`config.mk`:
```
export PLATFORM = sky130hd
export DESIGN_NAME = majority_vote_ctrl
export DESIGN_NICKNAME = d
export VERILOG_FILES = /design/src/rtl/majority_vote_pkg.sv /design/src/rtl/vote_popcount.sv /design/src/rtl/majority_vote_ctrl.sv
export SDC_FILE = /design/constraint.sdc
export NUM_CORES = 1
export LEC_CHECK = 0
export CAP_MARGIN = 0
export CORE_MARGIN = 2
export CORE_UTILIZATION = 40
export DETAILED_ROUTE_END_ITERATION = 16
export GPL_ROUTABILITY_DRIVEN = 1
export PLACE_DENSITY = 0.67
export SLEW_MARGIN = 20
export SYNTH_ARGS = -nofsm -noshare
export SYNTH_HDL_FRONTEND = slang
export SYNTH_SLANG_ARGS = --single-unit
```
`constraint.sdc`:
```
create_clock -name clk -period 2.9 [get_ports clk]
set_input_delay 0.58 -clock clk [delete_from_list [all_inputs] [get_ports clk]]
set_output_delay 0.58 -clock clk [all_outputs]
set_load 0.01 [all_outputs]
```
`src/rtl/majority_vote_pkg.sv`:
```
// majority_vote_pkg
//   Shared types and helpers for the majority_vote_ctrl slice.
//   state_t   : session FSM state (IDLE / COLLECT / RESULT), fixed 2-bit encoding.
//   cnt_width : width of a tally able to hold 0..n.
package majority_vote_pkg;

  typedef enum logic [1:0] {
    IDLE    = 2'd0,
    COLLECT = 2'd1,
    RESULT  = 2'd2
  } state_t;

  function automatic int unsigned cnt_width(input int unsigned n);
    return $clog2(n + 1);
  endfunction

endpackage

```
`src/rtl/vote_popcount.sv`:
```
// vote_popcount
//   Combinational population count of an N-bit vector.
//   Parameters: N (vector width), W (result width, must hold 0..N).
//   Ports:
//     i_vec  in  [N-1:0]  vector to count
//     o_cnt  out [W-1:0]  number of ones in i_vec
module vote_popcount #(
  parameter int unsigned N = 5,
  parameter int unsigned W = 3
) (
  input  logic [N-1:0] i_vec,
  output logic [W-1:0] o_cnt
);

  logic [W-1:0] w_sum;

  always_comb begin
    w_sum = '0;
    for (int unsigned i = 0; i < N; i++) begin
      w_sum = w_sum + W'(i_vec[i]);
    end
  end

  assign o_cnt = w_sum;

endmodule

```
`src/rtl/majority_vote_ctrl.sv`:
```
// majority_vote_ctrl
//   Timed N-voter session controller. A start in IDLE opens a COLLECT
//   session; each voter's first valid vote is recorded; the session closes
//   when every voter has voted or the timeout window expires, and a single
//   RESULT cycle pulses done with the registered verdict. Tallies, mask,
//   verdict and timed_out hold in IDLE until the next accepted start.
//
//   Optional build macro: MAJORITY_VOTE_EARLY_DECIDE_EN
//     When defined, COLLECT also closes as soon as the verdict can no
//     longer change (pass reached, or pass unreachable with the voters left).
//
//   Ports:
//     clk         in   system clock, rising edge
//     rst_n       in   asynchronous active-low reset
//     start       in   open a session (sampled only in IDLE)
//     vote_valid  in   [N_VOTERS-1:0] per-voter vote strobe
//     vote_yes    in   [N_VOTERS-1:0] per-voter value, qualified by vote_valid
//     busy        out  high in COLLECT and RESULT
//     done        out  one-cycle pulse in RESULT
//     pass        out  registered verdict yes_cnt >= THRESH
//     yes_cnt     out  [CNT_W-1:0] registered yes tally
//     no_cnt      out  [CNT_W-1:0] registered no tally
//     voted_mask  out  [N_VOTERS-1:0] voters that voted this session
//     timed_out   out  session closed by timeout (valid with done, held after)
module majority_vote_ctrl
  import majority_vote_pkg::*;
#(
  parameter  int unsigned N_VOTERS    = 5,
  parameter  int unsigned THRESH      = N_VOTERS / 2 + 1,
  parameter  int unsigned TIMEOUT_CYC = 16,
  localparam int unsigned CNT_W       = cnt_width(N_VOTERS)
) (
  input  logic                clk,
  input  logic                rst_n,
  input  logic                start,
  input  logic [N_VOTERS-1:0] vote_valid,
  input  logic [N_VOTERS-1:0] vote_yes,
  output logic                busy,
  output logic                done,
  output logic                pass,
  output logic [CNT_W-1:0]    yes_cnt,
  output logic [CNT_W-1:0]    no_cnt,
  output logic [N_VOTERS-1:0] voted_mask,
  output logic                timed_out
);

  localparam int unsigned      TMR_W    = (TIMEOUT_CYC > 1) ? $clog2(TIMEOUT_CYC) : 1;
  localparam logic [TMR_W-1:0] TMO_LAST = TMR_W'(TIMEOUT_CYC - 1);
  localparam logic [CNT_W-1:0] THR_C    = CNT_W'(THRESH);

  state_t              r_state;
  logic [TMR_W-1:0]    r_timer;
  logic [N_VOTERS-1:0] r_mask;
  logic [CNT_W-1:0]    r_yes;
  logic [CNT_W-1:0]    r_no;
  logic                r_done;
  logic                r_pass;
  logic                r_timed_out;

  logic [N_VOTERS-1:0] w_new;
  logic [N_VOTERS-1:0] w_new_yes;
  logic [N_VOTERS-1:0] w_new_no;
  logic [N_VOTERS-1:0] w_mask_nxt;
  logic [CNT_W-1:0]    w_yes_add;
  logic [CNT_W-1:0]    w_no_add;
  logic [CNT_W-1:0]    w_yes_nxt;
  logic [CNT_W-1:0]    w_no_nxt;
  logic                w_all_voted;
  logic                w_tmo;
  logic                w_early;
  logic                w_exit;
  logic                w_tmo_close;

  // Only a voter's first vote in the session counts.
  assign w_new      = vote_valid & ~r_mask;
  assign w_new_yes  = w_new & vote_yes;
  assign w_new_no   = w_new & ~vote_yes;
  assign w_mask_nxt = r_mask | w_new;

  vote_popcount #(.N(N_VOTERS), .W(CNT_W)) u_pc_yes (
    .i_vec (w_new_yes),
    .o_cnt (w_yes_add)
  );

  vote_popcount #(.N(N_VOTERS), .W(CNT_W)) u_pc_no (
    .i_vec (w_new_no),
    .o_cnt (w_no_add)
  );

  // Each voter contributes at most once, so the sums never exceed N_VOTERS.
  assign w_yes_nxt   = r_yes + w_yes_add;
  assign w_no_nxt    = r_no + w_no_add;
  assign w_all_voted = &w_mask_nxt;
  assign w_tmo       = (r_timer == TMO_LAST);

`ifdef MAJORITY_VOTE_EARLY_DECIDE_EN
  localparam logic [CNT_W-1:0] N_C = CNT_W'(N_VOTERS);

  logic [CNT_W-1:0] w_mask_cnt;
  logic [CNT_W-1:0] w_remaining;
  logic [CNT_W:0]   w_reachable;

  vote_popcount #(.N(N_VOTERS), .W(CNT_W)) u_pc_mask (
    .i_vec (w_mask_nxt),
    .o_cnt (w_mask_cnt)
  );

  // Best case yes total if every outstanding voter still votes yes.
  assign w_remaining = N_C - w_mask_cnt;
  assign w_reachable = {1'b0, w_yes_nxt} + {1'b0, w_remaining};
  assign w_early     = (w_yes_nxt >= THR_C) || (w_reachable < {1'b0, THR_C});
`else
  assign w_early     = 1'b0;
`endif

  assign w_exit      = w_all_voted | w_tmo | w_early;
  // Timeout only counts as the cause when no other close condition holds.
  assign w_tmo_close = w_tmo & ~w_all_voted & ~w_early;

  always_ff @(posedge clk or negedge rst_n) begin
    if (!rst_n) begin
      r_state     <= IDLE;
      r_timer     <= '0;
      r_mask      <= '0;
      r_yes       <= '0;
      r_no        <= '0;
      r_done      <= 1'b0;
      r_pass      <= 1'b0;
      r_timed_out <= 1'b0;
    end else begin
      r_done <= 1'b0;
      case (r_state)
        IDLE: begin
          if (start) begin
            r_state     <= COLLECT;
            r_timer     <= '0;
            r_mask      <= '0;
            r_yes       <= '0;
            r_no        <= '0;
            r_pass      <= 1'b0;
            r_timed_out <= 1'b0;
          end
        end
        COLLECT: begin
          r_mask  <= w_mask_nxt;
          r_yes   <= w_yes_nxt;
          r_no    <= w_no_nxt;
          r_timer <= r_timer + 1'b1;
          if (w_exit) begin
            // Verdict and done are registered on the closing edge so both
            // appear together during the single RESULT cycle.
            r_state     <= RESULT;
            r_done      <= 1'b1;
            r_pass      <= (w_yes_nxt >= THR_C);
            r_timed_out <= w_tmo_close;
          end
        end
        RESULT: begin
          r_state <= IDLE;
        end
        default: begin
          r_state <= IDLE;
        end
      endcase
    end
  end

  assign busy       = (r_state != IDLE);
  assign done       = r_done;
  assign pass       = r_pass;
  assign yes_cnt    = r_yes;
  assign no_cnt     = r_no;
  assign voted_mask = r_mask;
  assign timed_out  = r_timed_out;

endmodule

```
==> qor_table.md, run 1 <==
| Stage | Metric | Reported |
|:---|:---|:---|
| yosys | Arithmetic-cell share of the synthesized area counting full adders, half adders and majority gates | 15.3% |
| place | Placed cell count | 178 |
| yosys | Synthesized-area fraction occupied by ao, oa, aoi and oai cells | 18.2% |
| yosys | Proportion of synthesized chip area in sequential cells | 42.0% |
| timing | RSZ-0062 raised after global routing | yes |
| worst setup path | Category of the worst setup path launch point | input port |
| run status | Failing checks | DRC |
| worst setup path | Crit path capture | pass |
| worst setup path | Reg2Reg Launch Point | voted_mask[0] |
| yosys | Average cell area after synthesis | 10.3 sq um |
| clocking | CTS sink cnt | 20 |
| yosys | Area share of xor/xnor cells in the synthesized design | 2.20% |
| yosys | Share of synthesized area spent on multiplexers | 1.68% |
| timing | Post-route fraction of the period consumed by the critical path | 99.7% |
| worst setup path | Setup slack, reg-to-reg | 0.06 ns |
| worst setup path | Crit path required time | 3.08 ns |
| cells and area | Count of non-filler cells in the finished layout | 183 |
| global routing | Antenna violations before repair | 0 |
| power and ir drop | PwrDens | 935 nW/um^2 |
| timing | Final hold violations | 0 |
| clocking | Clock insertion delay at the later pin of the skew report | 0.29 ns |
| worst setup path | Worst flop-to-flop path endpoint | pass |
| cells and area | Syn-to-layout area delta | 33.3% |
| worst setup path | Critical setup path kind | input port to flip-flop |
| route | Detail-routed net length per standard cell | 15.4 microns |
| cells and area | Commonest non-fill, non-tap cell in the layout | clkdlybuf4s50_1 |
| route | Total number of vias | 997 |
| worst setup path | Critical path launch point | vote_yes[3] |
| yosys | Yosys warnings | 0 |
| hold path | Hold Path Stages | 2 |
| timing | Count of pins over their slew limit | 0 |
| worst setup path | Setup crit end kind | flip-flop |
| power and ir drop | Total Power | 0.00149 W |
| cells and area | Number of antenna repair diodes | 0 |
| run status | Status | finished, violations left |
| route | Antenna Violating Nets Remaining | 0 |
| global routing | Maximum number of pins on one net before global-route repair | 21 |
| clocking | Clock buffer depth | 2 |
| timing | Peak clock frequency supported by timing | 346 MHz |
| worst setup path | Series of cell instances along the critical path | clkdlybuf4s50_1 > and3b_2 > fa_1 > inv_2 > fa_2 > fa_2 > xor2_4 > xnor2_1 > nor2_1 > mux2i_1 |
| global routing | Number of global-route vias before repair | 955 |
| timing | Max-Slew Margin vs Limit | 68.2% |
| cells and area | Ratio of cells with drive above 1 in the final layout | 19.1% |
| route | TritonRoute pass-1 iters | 11 |
| worst setup path | Most common cell type on the critical path | fa_2 |
| worst setup path | Arr. time, crit path | 3.07 ns |
| timing | Final critical-path required period | 2.89 ns |
| floorplanning | Top Ports | 28 |
| cells and area | Top library cells by usage in the layout, fill and taps aside | 22 x clkdlybuf4s50_1, 19 x dfrtp_1, 13 x nand2_1 |
| worst setup path | Longest individual stage delay on the worst path | 0.51 ns |
| yosys | Post-Synthesis Net Count | 140 |
| place | Number of port buffers | 27 |
| global routing | Overall Global Routing Usage | 17.3% |
| global routing | Congestion Overflow GR | 0 |
| yosys | Async S/R FF share, synth | 100% |
| place | Gp weighted congestion | 0.809 |
| route | DRC violations left | 2 |
| yosys | Combinational family with the most area after synthesis | compound AO/OA/AOI/OAI gates |
| worst setup path | Number of cell instances on the worst register-to-register path | 10 |
| route | Wirelength, routed | 2820 microns |
| route | Vias per std cell | 5.45 |
| cells and area | Number of nets in the final layout | 178 |
| floorplanning | FP Rows | 19 |
| floorplanning | DIE AREA | 3430 sq um |
| clocking | Clock transition at the register clock pins on the worst setup and hold paths after CTS | 0.11 ns |
| floorplanning | Starting density of the core | 42.5% |
| flow run | Max-cap violations | 0 |
| timing | Final setup skew | 0.00417 ns |
| timing | Worst-Margin Slew | 0.477 ns |
| power and ir drop | Total leakage power | 0.700 nW |
| place | DP Wirelength | 2170 microns |
| clocking | Clock buffers created by TritonCTS | 3 |
| yosys | Number of enable flip-flop cells after synthesis | 0 |
| worst setup path | Slowest-stage cell, CP | fa_1 |
| clocking | Clock tree from TritonCTS | done |
| hold path | Worst min-delay path category | flip-flop to flip-flop |
| cells and area | Final standard cell utilization of the core | 56.6% |
| power and ir drop | Maximum ir drop on the vdd rail | 0.470 mV |
| yosys | Library cells used by synthesis | 30 |
| yosys | Simple logic cell fraction of the synthesized area | 17.7% |
| yosys | Post-Syn Instances | 116 |
| floorplanning | Die outline width | 58.6 microns |
| clocking | CTS Hold Bufs | 0 |
| floorplanning | Placeable core region | 2810 sq um |
| global routing | Global-route wire length before repair | 4470 microns |
| clocking | Clk Tree Root Cell | clkbuf_4 |
| clocking | Number of H-tree levels | 1 |
| floorplanning | Vertical die dimension | 58.6 microns |
| yosys | Cell area after technology mapping | 1190 sq um |
| yosys | Most frequently used flop master after synthesis | dfrtp_1 |
| route | Iter 0 DRT Violations | 24 |
| timing | Final setup violation count | 0 |
| yosys | Flops & latches, synth | 20 |
| worst setup path | Highest net fanout along the worst path | 3 |
## layout make-up
type / count / area, sq um
Sequential cell: 20 / 502
Multi-Input combinational cell: 87 / 689
Tap cell: 31 / 38.8
Clock buffer: 3 / 22.5
Inverter: 8 / 30.0
Fill cell: 268 / 1220
Timing Repair Buffer: 34 / 307
## cells by family (layout without fill, tap and decap cells)
logic type / Yosys count / in the layout
and+or+nand+nor: 39 / 39
AOI/OAI and AO/OA: 32 / 32
DFF: 20 / 20
adders and majority gates: 11 / 11
buffers and inverters: 9 / 45
xor gates and xnor gates: 3 / 3
muxes: 2 / 2
## synth_stat cells (3+ instances only)
cell,n,area share [%]
dfrtp_1,20,42
a21oi_1,13,5.5
nand2_1,13,4.1
nor2_1,9,2.8
o21ai_0,7,2.9
fa_1,6,10
inv_1,6,1.9
ha_1,5,5.2
nor3b_1,5,3.1
a22o_1,3,2.2
nor3_1,3,1.3
## stage by stage
stage | cell area (sq um) | setup TNS (ns) | setup slack (ns) | hold slack (ns)
finish | 1590 | 0 | 0.00750 | 0.544
global route | 1590 | -0.0812 | -0.0323 | 0.581
CTS | 1570 | 0 | 0.00813 | 0.551
detailed placement | 1550 | -2.32 | -0.586 | 0.527
global placement | 1550 | -1.97 | -0.539 | 0.506
floorplan | 1200 | 0 | 0.0546 | 0.284
## report_power, final
group	internal, W	switching, W
Sequential	0.000392	0.000151
Combinational	0.000415	0.000400
Clock	0.0000482	0.0000791
Total	0.000856	0.000630
## worst min-delay path by stage
stage,start,to,slack (ns)
2_1_floorplan,rst_n,done,0.28
3_3_place_gp,yes_cnt[1],yes_cnt[1],0.51
3_5_place_dp,no_cnt[1],no_cnt[1],0.53
4_1_cts,r_timer[0],r_timer[0],0.55
5_1_grt,no_cnt[1],no_cnt[1],0.58
6_report,yes_cnt[1],yes_cnt[1],0.54
## what timing repair did
| action | 4_1_cts | 5_1_grt |
|---|---|---|
| resized for setup | 12 | 6 |
| gates cloned | 0 | 0 |
| setup endpoints to repair | 4 | 3 |
| setup buffers | 1 | 1 |
| pin swaps | 9 | 1 |
## routing by layer
layer  global-route usage [%]  vias to the layer above  part of all wire, %
li1                         -                      480                    -
met1                     24.1                      493                   47
met2                     29.2                       22                   49
met3                     2.64                        2                  3.5
met4                     2.92                        0                 0.53
met5                        0                        -                    0
## sequential cells by signal (all words and copies together) (netlist names)
signal / cells
voted_mask: 5
r_timer: 4
no_cnt: 3
yes_cnt: 3
r_state: 2
done: 1
pass: 1
timed_out: 1
## worst max-delay path, delay by kind of cell
family | cells | cell delay, ns
xor+xnor | 2 | 0.32
simple gates | 2 | 0.35
mux | 1 | 0.09
fa+ha+maj | 3 | 1.26
buf+inv | 2 | 0.46
(Power assumes the default switching activity.)
==> inputs of run 2 (changes only) <==
--- a/config.mk
+++ b/config.mk
@@ -7,10 +7,10 @@
 export LEC_CHECK = 0
 export CAP_MARGIN = 0
 export CORE_MARGIN = 2
-export CORE_UTILIZATION = 40
+export CORE_UTILIZATION = 44
 export DETAILED_ROUTE_END_ITERATION = 16
 export GPL_ROUTABILITY_DRIVEN = 1
-export PLACE_DENSITY = 0.67
+export PLACE_DENSITY = 0.73
 export SLEW_MARGIN = 20
 export SYNTH_ARGS = -nofsm -noshare
 export SYNTH_HDL_FRONTEND = slang
==> qor_table.md, run 2 (same netlist as run 1, synthesis figures left out) <==
| Stage | Metric | Reported | Delta |
|:---|:---|:---|:---|
| floorplanning | Placeable core region | 2520 sq um | was 2810 sq um |
| timing | RSZ-0062 raised after global routing | yes | unchanged |
| worst setup path | Setup crit end kind | flip-flop | unchanged |
| global routing | Maximum number of pins on one net before global-route repair | 21 | unchanged |
| cells and area | Syn-to-layout area delta | 36.3% | was 33.3% |
| place | Number of port buffers | 27 | unchanged |
| power and ir drop | Total leakage power | 0.720 nW | was 0.700 nW |
| place | Gp weighted congestion | 0.794 | was 0.809 |
| global routing | Most Used Layer, Global Route | met2 | unchanged |
| timing | Final hold violations | 0 | unchanged |
| cells and area | Number of antenna repair diodes | 0 | unchanged |
| power and ir drop | Maximum ir drop on the vdd rail | 0.657 mV | was 0.470 mV |
| timing | Post-route fraction of the period consumed by the critical path | 99.2% | was 99.7% |
| floorplanning | Starting density of the core | 47.3% | was 42.5% |
| global routing | Global-route wire length before repair | 4460 microns | was 4470 microns |
| route | Antenna Violating Nets Remaining | 0 | unchanged |
| floorplanning | Die outline width | 56.1 microns | was 58.6 microns |
| timing | Hold slack final | 0.543 ns | was 0.544 ns |
| place | DP Wirelength | 2050 microns | was 2170 microns |
| global routing | GR Layer Usage met1 | 23.4% | was 24.1% |
| route | Total number of vias | 1000 | was 997 |
| floorplanning | Vertical die dimension | 56.1 microns | was 58.6 microns |
| clocking | Number of H-tree levels | 1 | unchanged |
| run status | Status | completed | was finished, violations left |
| timing | Final setup skew | 0.00625 ns | was 0.00417 ns |
| hold path | Hold Path Stages | 1 | was 2 |
| clocking | Clock buffer depth | 2 | unchanged |
| global routing | Antenna violations before repair | 0 | unchanged |
| route | Wirelength, routed | 2730 microns | was 2820 microns |
| global routing | Congestion Overflow GR | 0 | unchanged |
| power and ir drop | Proportion of power drawn by flip-flops and latches | 34.1% | was 36.6% |
| timing | Max-Slew Margin vs Limit | 70.0% | was 68.2% |
| timing | Count of pins over their slew limit | 0 | unchanged |
| floorplanning | Top Ports | 28 | unchanged |
| cells and area | Sequential cell area | 502 sq um | unchanged |
| cells and area | Commonest non-fill, non-tap cell in the layout | clkdlybuf4s50_1 | unchanged |
| hold path | Min-Delay Startpoint | r_timer[0] | was yes_cnt[1] |
| global routing | Overall Global Routing Usage | 18.1% | was 17.3% |
| clocking | Clock insertion delay at the later pin of the skew report | 0.30 ns | was 0.29 ns |
| clocking | Clock transition at the register clock pins on the worst setup and hold paths after CTS | 0.12 ns | was 0.11 ns |
| worst setup path | Number of cell instances on the worst register-to-register path | 10 | unchanged |
| clocking | CTS Hold Bufs | 0 | unchanged |
| clocking | Clock tree from TritonCTS | done | unchanged |
| cells and area | Final standard cell utilization of the core | 64.4% | was 56.6% |
| cells and area | Multi-input gate area | 691 sq um | was 689 sq um |
| power and ir drop | Design internal power | 0.000952 W | was 0.000856 W |
| cells and area | Number of nets in the final layout | 178 | unchanged |
| route | DRC violations left | 0 | was 2 |
| floorplanning | DIE AREA | 3140 sq um | was 3430 sq um |
| global routing | Number of global-route vias before repair | 983 | was 955 |
| route | TritonRoute pass-1 iters | 4 | was 11 |
| power and ir drop | PwrDens | 978 nW/um^2 | was 935 nW/um^2 |
| worst setup path | Crit path required time | 3.10 ns | was 3.08 ns |
| worst setup path | Critical setup path kind | input port to flip-flop | unchanged |
| worst setup path | Arr. time, crit path | 3.08 ns | was 3.07 ns |
| worst setup path | Category of the worst setup path launch point | input port | unchanged |
| timing | Worst-Margin Slew | 0.451 ns | was 0.477 ns |
| flow run | Max-cap violations | 0 | unchanged |
| route | Detail-routed net length per standard cell | 14.9 microns | was 15.4 microns |
| timing | Final critical-path required period | 2.88 ns | was 2.89 ns |
| timing | Peak clock frequency supported by timing | 348 MHz | was 346 MHz |
| worst setup path | Reg2Reg Launch Point | voted_mask[0] | unchanged |
| power and ir drop | Part of the power in combinational logic | 51.4% | was 54.9% |
| clocking | Clock buffers created by TritonCTS | 3 | unchanged |
| power and ir drop | Sw frac | 40.1% | was 42.4% |
| worst setup path | Highest net fanout along the worst path | 3 | unchanged |
| cells and area | Top library cells by usage in the layout, fill and taps aside | 22 x clkdlybuf4s50_1, 19 x dfrtp_1, 13 x nand2_1, 13 x a21oi_1, 8 x nor2_1 | was 22 x clkdlybuf4s50_1, 19 x dfrtp_1, 13 x nand2_1 |
| clocking | CTS sink cnt | 20 | unchanged |
| global routing | Met3 Resource Use GR | 3.02% | was 2.64% |
| floorplanning | FP Rows | 18 | was 19 |
| cells and area | Ratio of cells with drive above 1 in the final layout | 19.0% | was 19.1% |
| route | Iter 0 DRT Violations | 22 | was 24 |
| worst setup path | Worst flop-to-flop path endpoint | pass | unchanged |
| cells and area | FILL cells | 218 | was 268 |
| route | Vias per std cell | 5.46 | was 5.45 |
| power and ir drop | Net Switching | 0.000638 W | was 0.000630 W |
| power and ir drop | Share of power burned in the clock network | 14.5% | was 8.6% |
| worst setup path | Setup slack, reg-to-reg | 0.06 ns | about the same |
| cells and area | Max reg flops | 5 | unchanged |
| timing | Final setup violation count | 0 | unchanged |
| hold path | Worst-case hold path end point | r_timer[0] | was yes_cnt[1] |
| global routing | Met2 capacity usage during global routing | 29.7% | was 29.2% |
| hold path | Worst min-delay path category | flip-flop to flip-flop | unchanged |
| clocking | Clk Tree Root Cell | clkbuf_4 | unchanged |
run 2: per-layer routing:
| metal | part of all wire (%) | routed length [microns] |
|---|---|---|
| met1 | 46 | 1250 |
| met2 | 49 | 1340 |
| met3 | 3.4 | 93 |
| met4 | 1.5 | 41 |
| met5 | 0 | 0 |
run 2: worst max-delay path by stage:
stage / endpoint / startpoint / slack (ns) / cells after the start
floorplan: pass / vote_yes[1] / 0.05 / 10
global placement: pass / vote_yes[1] / -0.55 / 11
detailed placement: pass / vote_yes[1] / -0.58 / 11
CTS: pass / vote_yes[3] / 0.005 / 10
global route: pass / voted_mask[0] / -0.01 / 10
finish: pass / vote_yes[3] / 0.02 / 10
run 2: through the flow:
step / total power, W / instances / setup TNS [ns] / setup slack, ns / cell area [sq um]
finish: 0.00159 / 183 / 0 / 0.0246 / 1630
global route: 0.00171 / 183 / -0.0167 / -0.0141 / 1630
CTS: 0.00156 / 182 / 0 / 0.00457 / 1610
detailed placement: 0.00133 / 177 / -2.14 / -0.575 / 1550
global placement: 0.00130 / 177 / -1.82 / -0.550 / 1550
floorplan: 0.000995 / 116 / 0 / 0.0546 / 1200
run 2: cell type report:
| class | count | share of cell area [%] |
|---|---|---|
| clock buffers | 3 | 1.39 |
| flip-flops and latches | 20 | 30.9 |
| inverters | 8 | 1.85 |
| well taps | 30 | 2.31 |
| repair buffers | 34 | 19.2 |
| multi-input cells | 87 | 42.5 |
| clock inverters | 1 | 1.85 |
run 2: critical path: stages:
cell	delay, ns
clkdlybuf4s50_1	0.43
and3b_2	0.22
fa_1	0.50
inv_1	0.05
fa_2	0.34
fa_2	0.41
xor2_4	0.18
xnor2_2	0.16
nor2_2	0.12
mux2i_1	0.08
run 2: power by group through the flow:
stage	clock network [W]	logic, W	registers, W
CTS	0.000232	0.000791	0.000541
finish	0.000230	0.000817	0.000541
floorplan	0	0.000460	0.000536
detailed placement	0	0.000787	0.000544
global route	0.000243	0.000899	0.000565
global placement	0	0.000759	0.000540
run 2: timing repair:
action	4_1_cts	5_1_grt
endpoints found under the setup margin	4	2
resized for setup	11	6
pin swaps	8	7
setup buffers	1	1
endpoints found under the hold margin	0	0
==> inputs of run 3 (changes only) <==
--- a/config.mk
+++ b/config.mk
@@ -11,7 +11,9 @@
 export DETAILED_ROUTE_END_ITERATION = 16
 export GPL_ROUTABILITY_DRIVEN = 1
 export PLACE_DENSITY = 0.73
+export SKIP_CTS_REPAIR_TIMING = 1
 export SLEW_MARGIN = 20
 export SYNTH_ARGS = -nofsm -noshare
 export SYNTH_HDL_FRONTEND = slang
 export SYNTH_SLANG_ARGS = --single-unit
+export TNS_END_PERCENT = 10
==> qor_table.md, run 3 (same netlist as run 1, synthesis figures left out) <==
| Stage | Metric | Reported | Delta |
|:---|:---|:---|:---|
| global routing | Maximum number of pins on one net before global-route repair | 21 | unchanged |
| timing | Final-layout setup total negative slack | 0 ns | unchanged |
| timing | Count of pins over their slew limit | 0 | unchanged |
| clocking | Clock tree from TritonCTS | done | unchanged |
| floorplanning | Vertical die dimension | 56.1 microns | unchanged |
| floorplanning | Placeable core region | 2520 sq um | unchanged |
| worst setup path | Setup slack, reg-to-reg | 0.07 ns | was 0.06 ns |
| global routing | Congestion Overflow GR | 0 | unchanged |
| timing | Hold slack final | 0.545 ns | was 0.543 ns |
| global routing | GR Layer Usage met1 | 23.9% | was 23.4% |
| cells and area | Number of nets in the final layout | 177 | was 178 |
| cells and area | FILL cells | 215 | was 218 |
| cells and area | Syn-to-layout area delta | 35.8% | was 36.3% |
| clocking | Clock insertion delay at the later pin of the skew report | 0.30 ns | about the same |
| timing | Post-route fraction of the period consumed by the critical path | 98.7% | was 99.2% |
| global routing | Antenna violations before repair | 0 | unchanged |
| timing | Final setup violation count | 0 | unchanged |
| power and ir drop | Maximum ir drop on the vdd rail | 0.660 mV | was 0.657 mV |
| timing | RSZ-0062 raised after global routing | yes | unchanged |
| route | Total number of vias | 991 | was 1000 |
| worst setup path | Critical path launch point | vote_yes[3] | unchanged |
| worst setup path | Arr. time, crit path | 3.06 ns | was 3.08 ns |
| worst setup path | Highest net fanout along the worst path | 3 | unchanged |
| worst setup path | Reg2Reg Launch Point | voted_mask[0] | unchanged |
| route | Detail-routed net length per standard cell | 14.8 microns | was 14.9 microns |
| route | Antenna Violating Nets Remaining | 0 | unchanged |
| cells and area | Max reg flops | 5 | unchanged |
| worst setup path | Category of the worst setup path launch point | input port | unchanged |
| clocking | Number of H-tree levels | 1 | unchanged |
| cells and area | Commonest non-fill, non-tap cell in the layout | clkdlybuf4s50_1 | unchanged |
| timing | Final critical-path required period | 2.86 ns | was 2.88 ns |
| floorplanning | Die outline width | 56.1 microns | unchanged |
| run status | Status | completed | unchanged |
| timing | Final setup skew | 0.00153 ns | was 0.00625 ns |
| power and ir drop | PwrDens | 967 nW/um^2 | was 978 nW/um^2 |
| global routing | Most Used Layer, Global Route | met2 | unchanged |
| worst setup path | Crit path required time | 3.10 ns | about the same |
| cells and area | Ratio of cells with drive above 1 in the final layout | 15.8% | was 19.0% |
| route | DRC violations left | 0 | unchanged |
| floorplanning | DIE AREA | 3140 sq um | unchanged |
| timing | Final hold violations | 0 | unchanged |
| global routing | Overall Global Routing Usage | 17.4% | was 18.1% |
| route | Wirelength, routed | 2690 microns | was 2730 microns |
| power and ir drop | Total leakage power | 0.747 nW | was 0.720 nW |
| floorplanning | FP Rows | 18 | unchanged |
| clocking | Clock buffer depth | 2 | unchanged |
| place | Gp weighted congestion | 0.794 | unchanged |
| route | TritonRoute pass-1 iters | 4 | unchanged |
| clocking | Clk Tree Root Cell | clkbuf_4 | unchanged |
| timing | Max-Slew Margin vs Limit | 69.1% | was 70.0% |
| global routing | Number of global-route vias before repair | 948 | was 983 |
| floorplanning | Starting density of the core | 47.3% | unchanged |
| timing | Worst-Margin Slew | 0.463 ns | was 0.451 ns |
| hold path | Min-Delay Startpoint | r_timer[1] | was r_timer[0] |
| cells and area | Top library cells by usage in the layout, fill and taps aside | 22 x clkdlybuf4s50_1, 19 x dfrtp_1, 13 x nand2_1, 13 x a21oi_1, 9 x nor2_1 | was 22 x clkdlybuf4s50_1, 19 x dfrtp_1, 13 x nand2_1, 13 x a21oi_1, 8 x nor2_1 |
| power and ir drop | Total Power | 0.00157 W | was 0.00159 W |
| clocking | Clock transition at the register clock pins on the worst setup and hold paths after CTS | 0.12 ns | about the same |
| global routing | Met2 capacity usage during global routing | 27.6% | was 29.7% |
| global routing | Met3 Resource Use GR | 3.02% | unchanged |
| route | Iter 0 DRT Violations | 31 | was 22 |
| worst setup path | Setup crit end kind | flip-flop | unchanged |
| timing | Peak clock frequency supported by timing | 349 MHz | was 348 MHz |
| clocking | Clock buffers created by TritonCTS | 3 | unchanged |
| global routing | Global-route wire length before repair | 4320 microns | was 4460 microns |
| floorplanning | Top Ports | 28 | unchanged |
| place | DP Wirelength | 2050 microns | unchanged |
| place | Number of port buffers | 27 | unchanged |
| clocking | CTS sink cnt | 20 | unchanged |
| route | Vias per std cell | 5.45 | was 5.46 |
| cells and area | Number of antenna repair diodes | 0 | unchanged |
| worst setup path | Critical setup path kind | input port to flip-flop | unchanged |
| hold path | Worst min-delay path category | flip-flop to flip-flop | unchanged |
| flow run | Max-cap violations | 0 | unchanged |
-- run 3: changes by cell type in the layout (fill, tap and decap cells not counted), sizes merged --
| cell | before | now |
|---|---|---|
| clkbuf | 5 | 3 |
| clkdlybuf4s15 | 2 | 0 |
| dlygate4sd2 | 1 | 0 |
| dlymetal6s2s | 0 | 5 |
| buf | 7 | 6 |
-- run 3: final cells by class --
cell class	count	area [sq um]	share of cell area, %
clock buffers	3	22.5	1.39
multi-input cells	87	669	41.3
flip-flops and latches	20	502	31.0
repair buffers	33	328	20.2
inverters	8	30.0	1.85
well taps	30	37.5	2.32
clock inverters	1	30.0	1.85
-- run 3: power breakdown --
group	total, W	leakage [nW]	switching, W	internal (W)
clock network	0.000231	0.0279	0.0000914	0.000140
logic	0.000794	0.462	0.000387	0.000407
registers	0.000541	0.257	0.000149	0.000392
-- run 3: critical path, stage by stage --
cell	delay [ns]
clkdlybuf4s50_1	0.43
and3b_2	0.22
fa_1	0.51
inv_2	0.04
fa_2	0.35
fa_2	0.37
xor2_2	0.17
xnor2_1	0.13
nor2_1	0.15
mux2i_1	0.09
-- run 3: metal layers --
| layer | routed length [microns] | share of wire, % |
|---|---|---|
| met4 | 14 | 0.52 |
| met3 | 101 | 3.8 |
| met5 | 0 | 0 |
| met2 | 1320 | 49 |
| met1 | 1250 | 47 |
-- run 3: worst paths after layout --
check / end / cells after the start
min reg2reg: r_timer[1] / 1
max reg2reg: pass / 10
max: pass / 10
min in group asynchronous: r_timer[0] / 2
min: r_timer[1] / 1
max in group asynchronous: voted_mask[0] / 2
-- run 3: through the flow --
step / instances / instance area [sq um] / setup WS [ns] / util (%)
6_report: 182 / 1620 / 0.0386 / 64.2
5_1_grt: 182 / 1620 / -0.0386 / 64.2
4_1_cts: 181 / 1600 / -0.251 / 63.3
3_3_place_gp: 177 / 1550 / -0.550 / 61.3
2_1_floorplan: 116 / 1200 / 0.0546 / -
3_5_place_dp: 177 / 1550 / -0.575 / 61.3
